### src/rtl/lamp_pkg.sv
// Shared types and default timing for the lamp input front end.
// Defaults assume a 1 kHz clock.
package lamp_pkg;

  typedef enum logic [1:0] {
    IDLE,
    PRESSED,
    HELD
  } press_state_t;

  localparam int DEF_DEBOUNCE_CYC     = 20;
  localparam int DEF_SHORT_MIN_CYC    = 300;
  localparam int DEF_LONG_MIN_CYC     = 5000;
  localparam int DEF_IDLE_TIMEOUT_CYC = 30000;

endpackage

### src/rtl/lamp_input_events_sync_debounce.sv
// Two-flop synchroniser followed by a stability-count debouncer.
// DEBOUNCE_CYC = 0 leaves only the synchroniser, so the output is still registered.
module sync_debounce #(
  parameter int DEBOUNCE_CYC = 20
) (
  input  logic clk,
  input  logic rst,
  input  logic raw,
  output logic level
);

  logic [1:0] sync_q;

  always_ff @(posedge clk or posedge rst) begin
    if (rst) sync_q <= '0;
    else     sync_q <= {sync_q[0], raw};
  end

  generate
    if (DEBOUNCE_CYC == 0) begin : g_bypass
      assign level = sync_q[1];
    end else begin : g_db
      localparam int CW = $clog2(DEBOUNCE_CYC + 1);
      localparam logic [CW-1:0] LAST = CW'(DEBOUNCE_CYC - 1);

      logic [CW-1:0] cnt;
      logic          db;

      // Flip on the edge that would make the disagreement run DEBOUNCE_CYC long.
      always_ff @(posedge clk or posedge rst) begin
        if (rst) begin
          cnt <= '0;
          db  <= 1'b0;
        end else if (sync_q[1] == db) begin
          cnt <= '0;
        end else if (cnt == LAST) begin
          db  <= sync_q[1];
          cnt <= '0;
        end else begin
          cnt <= cnt + 1'b1;
        end
      end

      assign level = db;
    end
  endgenerate

endmodule

### src/rtl/lamp_input_events.sv
// Button / presence front end for the lamp controller: press classification
// into short and long pulses, plus the inactivity timeout timer.
module lamp_input_events
  import lamp_pkg::*;
#(
  parameter int DEBOUNCE_CYC     = DEF_DEBOUNCE_CYC,
  parameter int SHORT_MIN_CYC    = DEF_SHORT_MIN_CYC,
  parameter int LONG_MIN_CYC     = DEF_LONG_MIN_CYC,
  parameter int IDLE_TIMEOUT_CYC = DEF_IDLE_TIMEOUT_CYC
) (
  input  logic clk,
  input  logic rst,
  input  logic push,
  input  logic infra,
  input  logic timer_en,
  output logic long_press,
  output logic short_press,
  output logic timeout,
  output logic presence
);

  localparam int PW = $clog2(LONG_MIN_CYC + 1);
  localparam int IW = $clog2(IDLE_TIMEOUT_CYC + 1);
  localparam logic [PW-1:0] LONG_CNT  = PW'(LONG_MIN_CYC);
  localparam logic [PW-1:0] SHORT_CNT = PW'(SHORT_MIN_CYC);
  localparam logic [IW-1:0] IDLE_LAST = IW'(IDLE_TIMEOUT_CYC - 1);

  logic push_db;

  sync_debounce #(.DEBOUNCE_CYC(DEBOUNCE_CYC)) u_push (
    .clk   (clk),
    .rst   (rst),
    .raw   (push),
    .level (push_db)
  );

  sync_debounce #(.DEBOUNCE_CYC(0)) u_infra (
    .clk   (clk),
    .rst   (rst),
    .raw   (infra),
    .level (presence)
  );

  press_state_t  state;
  logic [PW-1:0] press_cnt;
  logic [PW-1:0] press_nxt;

  assign press_nxt = (press_cnt == LONG_CNT) ? press_cnt : press_cnt + 1'b1;

  // press_cnt equals the number of push_db-high cycles seen so far, so a
  // press of exactly LONG_MIN_CYC goes long before its release is observed.
  always_ff @(posedge clk or posedge rst) begin
    if (rst) begin
      state       <= IDLE;
      press_cnt   <= '0;
      long_press  <= 1'b0;
      short_press <= 1'b0;
    end else begin
      long_press  <= 1'b0;
      short_press <= 1'b0;
      case (state)
        IDLE, PRESSED: begin
          if (push_db) begin
            press_cnt <= press_nxt;
            if (press_nxt == LONG_CNT) begin
              long_press <= 1'b1;
              state      <= HELD;
            end else begin
              state <= PRESSED;
            end
          end else begin
            if (state == PRESSED && press_cnt > SHORT_CNT) short_press <= 1'b1;
            press_cnt <= '0;
            state     <= IDLE;
          end
        end
        HELD: begin
          if (!push_db) begin
            press_cnt <= '0;
            state     <= IDLE;
          end
        end
        default: begin
          press_cnt <= '0;
          state     <= IDLE;
        end
      endcase
    end
  end

  logic [IW-1:0] idle_cnt;

  always_ff @(posedge clk or posedge rst) begin
    if (rst) begin
      idle_cnt <= '0;
      timeout  <= 1'b0;
    end else begin
      timeout <= 1'b0;
      if (!timer_en || presence) begin
        idle_cnt <= '0;
      end else if (idle_cnt == IDLE_LAST) begin
        timeout  <= 1'b1;
        idle_cnt <= '0;
      end else begin
        idle_cnt <= idle_cnt + 1'b1;
      end
    end
  end

endmodule

### config.mk
export PLATFORM = sky130hd
export DESIGN_NAME = lamp_input_events
export DESIGN_NICKNAME = d
export VERILOG_FILES = /design/src/rtl/lamp_pkg.sv /design/src/rtl/lamp_input_events_sync_debounce.sv /design/src/rtl/lamp_input_events.sv
export SDC_FILE = /design/constraint.sdc
export NUM_CORES = 1
export LEC_CHECK = 0
export ABC_AREA = 1
export BUFFER_PORTS_ARGS = -buffer_cell sky130_fd_sc_hd__buf_2
export CELL_PAD_IN_SITES_DETAIL_PLACEMENT = 0
export CELL_PAD_IN_SITES_GLOBAL_PLACEMENT = 1
export CORE_MARGIN = 8
export CORE_UTILIZATION = 50
export CTS_CLUSTER_SIZE = 28
export DETAILED_ROUTE_END_ITERATION = 6
export PLACE_DENSITY = 0.91
export RECOVER_POWER = 25
export SYNTH_ARGS = -nofsm -noshare
export SYNTH_HDL_FRONTEND = slang
export SYNTH_SLANG_ARGS = --single-unit
export TNS_END_PERCENT = 10
### constraint.sdc
create_clock -name clk -period 2.65 [get_ports clk]
set_clock_uncertainty 0.1 [all_clocks]
set_input_delay 0.53 -clock clk [delete_from_list [all_inputs] [get_ports clk]]
set_output_delay 0.53 -clock clk [all_outputs]
set_load 0.05 [all_outputs]
==> metrics <==
Crit path required time=2750 ps; number of CTS-inserted buffers=5; number of post-CTS setup repair buffers=0; sw frac=22.7%; Primary FF master, synth=sky130_fd_sc_hd__dfrtp_1; total leakage power=1.20 nW; maximum fanout along the worst path=4; number of global-route vias before repair=1833; ranking of synthesized cells by area=sky130_fd_sc_hd__dfrtp_1 46%, sky130_fd_sc_hd__nand2_1 9.1%, sky130_fd_sc_hd__inv_1 7.2%; fraction of layout instances using a drive strength above 1=13.2%; final core occ=54.7%; count of clock tree sinks=43; commonest cells after routing, fill and taps aside=57 x sky130_fd_sc_hd__nand2_1, 44 x sky130_fd_sc_hd__inv_1, 43 x sky130_fd_sc_hd__dfrtp_1, 37 x sky130_fd_sc_hd__nor2_1, 25 x sky130_fd_sc_hd__nand3_1; met2 usage=23.7%; GRT Overall Usage=13.7%; Cell Area, Synth=2350 µm²; effective utilization at floorplan=50.7%; Wirelength per Cell=12.5 µm; number of maximum-capacitance constraint violations=0; CTS max path bufs=2; number of antenna violations at the first check in global routing=0; I/O pin count=9; RSZ-0062 raised after global routing=false; Max stage delay on crit path=410 ps; post-synthesis net count=299; Cell Int Power=858 µW; proportion of synthesized chip area in sequential cells=45.9%; Worst-Skew Late Latency=300 ps; routing layer with the top usage in global route=met2; worst path arrival time=1950 ps; vertical die dimension=84.5 µm; average cell area after synthesis=8.09 µm²; min cycle time layout=1850 ps; clock-pin slew reported for the worst setup and hold paths after clock tree synthesis=80 ps; maximum vdd ir drop=0.000190 V; number of rows created at floorplan=25; Worst Setup Path Type=reg -> reg; number of placed instances with taps included=350; DRC viols=0; number of enable flip-flop cells after synthesis=0; DR pass1 iterations=4; transition time at the pin with the least slew margin=543 ps; Core Box Area=4630 µm²; fin cells=358; area taken by multi-input logic gates=1080 µm²; global-route track usage on met1=16.1%; clock tree from TritonCTS=yes; headroom to the max-slew limit=63.7%; cell-by-cell trace of the critical path=inv_1 -> ha_1 -> inv_1 -> nor2_1 -> nand2_1 -> nor2_1 -> nand3_1 -> nand2_1 -> nand3_1 -> nor2_2 -> nand3_1 -> nand2_1 -> inv_1; switching power of the nets=252 µW; Inserted Diodes=0; number of buffers added on ports=8; Synth warnings=0; maximum number of pins on one net before global-route repair=30; Setup Viol. Count Final=0; Post-DRT Antenna Nets=0; most frequent standard cell in the layout excluding fill and tap cells=sky130_fd_sc_hd__nand2_1; Period Utilization, post-route=69.7%; # hold bufs at CTS=0; kind of start point of the critical path=register; sequential cell area in the final layout=1080 µm²; final total negative setup slack=0 ps; cell count after synthesis=290; die area=7140 µm²; final wirelength=4480 µm; Clk Tree Root Cell=sky130_fd_sc_hd__clkbuf_8; total overflow reported by the global router=0; fin nets=312; drt via density=5.19; global-route wire length before repair=8030 µm; Yosys top cell by area=sky130_fd_sc_hd__dfrtp_1; worst slack on hold paths=90.8 ps; CTS resizes=0; worst-path cell with the longest stage delay=sky130_fd_sc_hd__dfrtp_1; hold violation total from the final report=0; DRT iter0 DRCs=71; H-Tree Level Count=2; overall power=1.11 mW; hold crit path type=in -> async; fraction of post-synthesis cell area in the top cell type by area=45.9%; clock group share of total power=36.5%; max-slew violation count=0; result of the run=completed; die width=84.5 µm; DR vias=1858; area growth from synthesis to layout=7.89%; share of power burned in registers=60.3%; filler cell count in the final layout=434; global placer's final weighted congestion=0.837; met3 routing resource usage after global routing=3.51%; number of unique standard cell types used by synthesis=32; number of register bits inferred by synthesis=43; fraction of registers with async set or reset after synthesis=100%; detailed-placement wirelength estimate=3390 µm; maximum clock rate=541 MHz; worst reg2reg path depth=13; combinational group share of total power=3.2%; critical path capture point type=register; power per cell area=438 nW/µm²
[per-stage QoR]
| stage | area (µm²) | setup WS (ps) |
|---|---|---|
| 5_1_grt | 2530 | 636 |
| 4_1_cts | 2530 | 824 |
| 3_5_place_dp | 2450 | 833 |
| 2_1_floorplan | 2350 | 996 |
| 6_report | 2530 | 803 |
| 3_3_place_gp | 2450 | 893 |
[flip-flops by register name, indices dropped and copies added, names as in the netlist]
| signal | cells |
|---|---|
| short_press | 1 |
| press_cnt | 13 |
| u_push.sync_q | 2 |
| u_infra.sync_q | 2 |
| state | 2 |
| idle_cnt | 15 |
| timeout | 1 |
| u_push.g_db.cnt | 5 |
| long_press | 1 |
| u_push.level | 1 |
[logic make-up (layout without fill, tap and decap cells)]
| family | Yosys count | count (layout) | synth area share, % |
|---|---|---|---|
| xor gates and xnor gates | 14 | 14 | 5.55 |
| DFF | 43 | 43 | 45.9 |
| adders and majority gates | 4 | 4 | 2.13 |
| buffers and inverters | 50 | 64 | 8.16 |
| and+or+nand+nor | 157 | 157 | 32.5 |
| AOI/OAI and AO/OA | 22 | 22 | 5.76 |
[power by group through the flow]
stage | Combinational [mW] | Sequential [mW] | Clock [mW]
floorplan | 0.0230 | 0.684 | 0
finish | 0.0360 | 0.669 | 0.405
global placement | 0.0371 | 0.682 | 0
global route | 0.0428 | 0.670 | 0.443
detailed placement | 0.0377 | 0.682 | 0
CTS | 0.0379 | 0.669 | 0.419
[synthesized netlist by cell type, types with 2 or more instances]
master,instances
sky130_fd_sc_hd__nand2_1,57
sky130_fd_sc_hd__inv_1,45
sky130_fd_sc_hd__dfrtp_1,43
sky130_fd_sc_hd__nor2_1,37
sky130_fd_sc_hd__nand3_1,25
sky130_fd_sc_hd__o22ai_1,12
sky130_fd_sc_hd__xor2_1,11
sky130_fd_sc_hd__nor3_1,7
sky130_fd_sc_hd__nand2_2,6
sky130_fd_sc_hd__nand4_1,6
sky130_fd_sc_hd__a21oi_1,5
sky130_fd_sc_hd__nor2_2,5
sky130_fd_sc_hd__ha_1,4
sky130_fd_sc_hd__nor2_4,3
sky130_fd_sc_hd__nor3_2,3
sky130_fd_sc_hd__clkbuf_1,2
sky130_fd_sc_hd__inv_2,2
sky130_fd_sc_hd__nor4_1,2
sky130_fd_sc_hd__xnor2_1,2
[area by class of cell]
cell class	count	area share, %
clock inverters	2	0.494
well taps	54	2.67
repair buffers	9	1.88
flip-flops and latches	43	42.5
multi-input cells	197	42.6
inverters	47	6.97
clock buffers	6	2.87
[worst max-delay path: cells and delay by family (launching register included)]
kind | cells | cell delay, ps
and+or+nand+nor | 9 | 770
DFF | 1 | 410
buffers and inverters | 3 | 280
adders and majority gates | 1 | 210
[path summary, 6_finish.rpt]
path	start	endpoint	slack, ps
max in group asynchronous	rst	press_cnt[6]	1670
worst max-delay path	press_cnt[0]	state[0]	800
worst min register to register	u_infra.sync_q[0]	u_infra.sync_q[1]	260
min in group clk	push	u_push.sync_q[0]	230
worst min-delay path	rst	idle_cnt[6]	90
worst max register to register	press_cnt[0]	state[0]	800
[per-layer routing]
| layer | routed length (µm) | up-vias |
|---|---|---|
| met2 | 2220 | 41 |
| met3 | 187 | 7 |
| met1 | 2010 | 859 |
| met4 | 71 | 0 |
| li1 | - | 951 |
| met5 | 0 | - |
No activity file was read; power rests on OpenSTA's default activity.
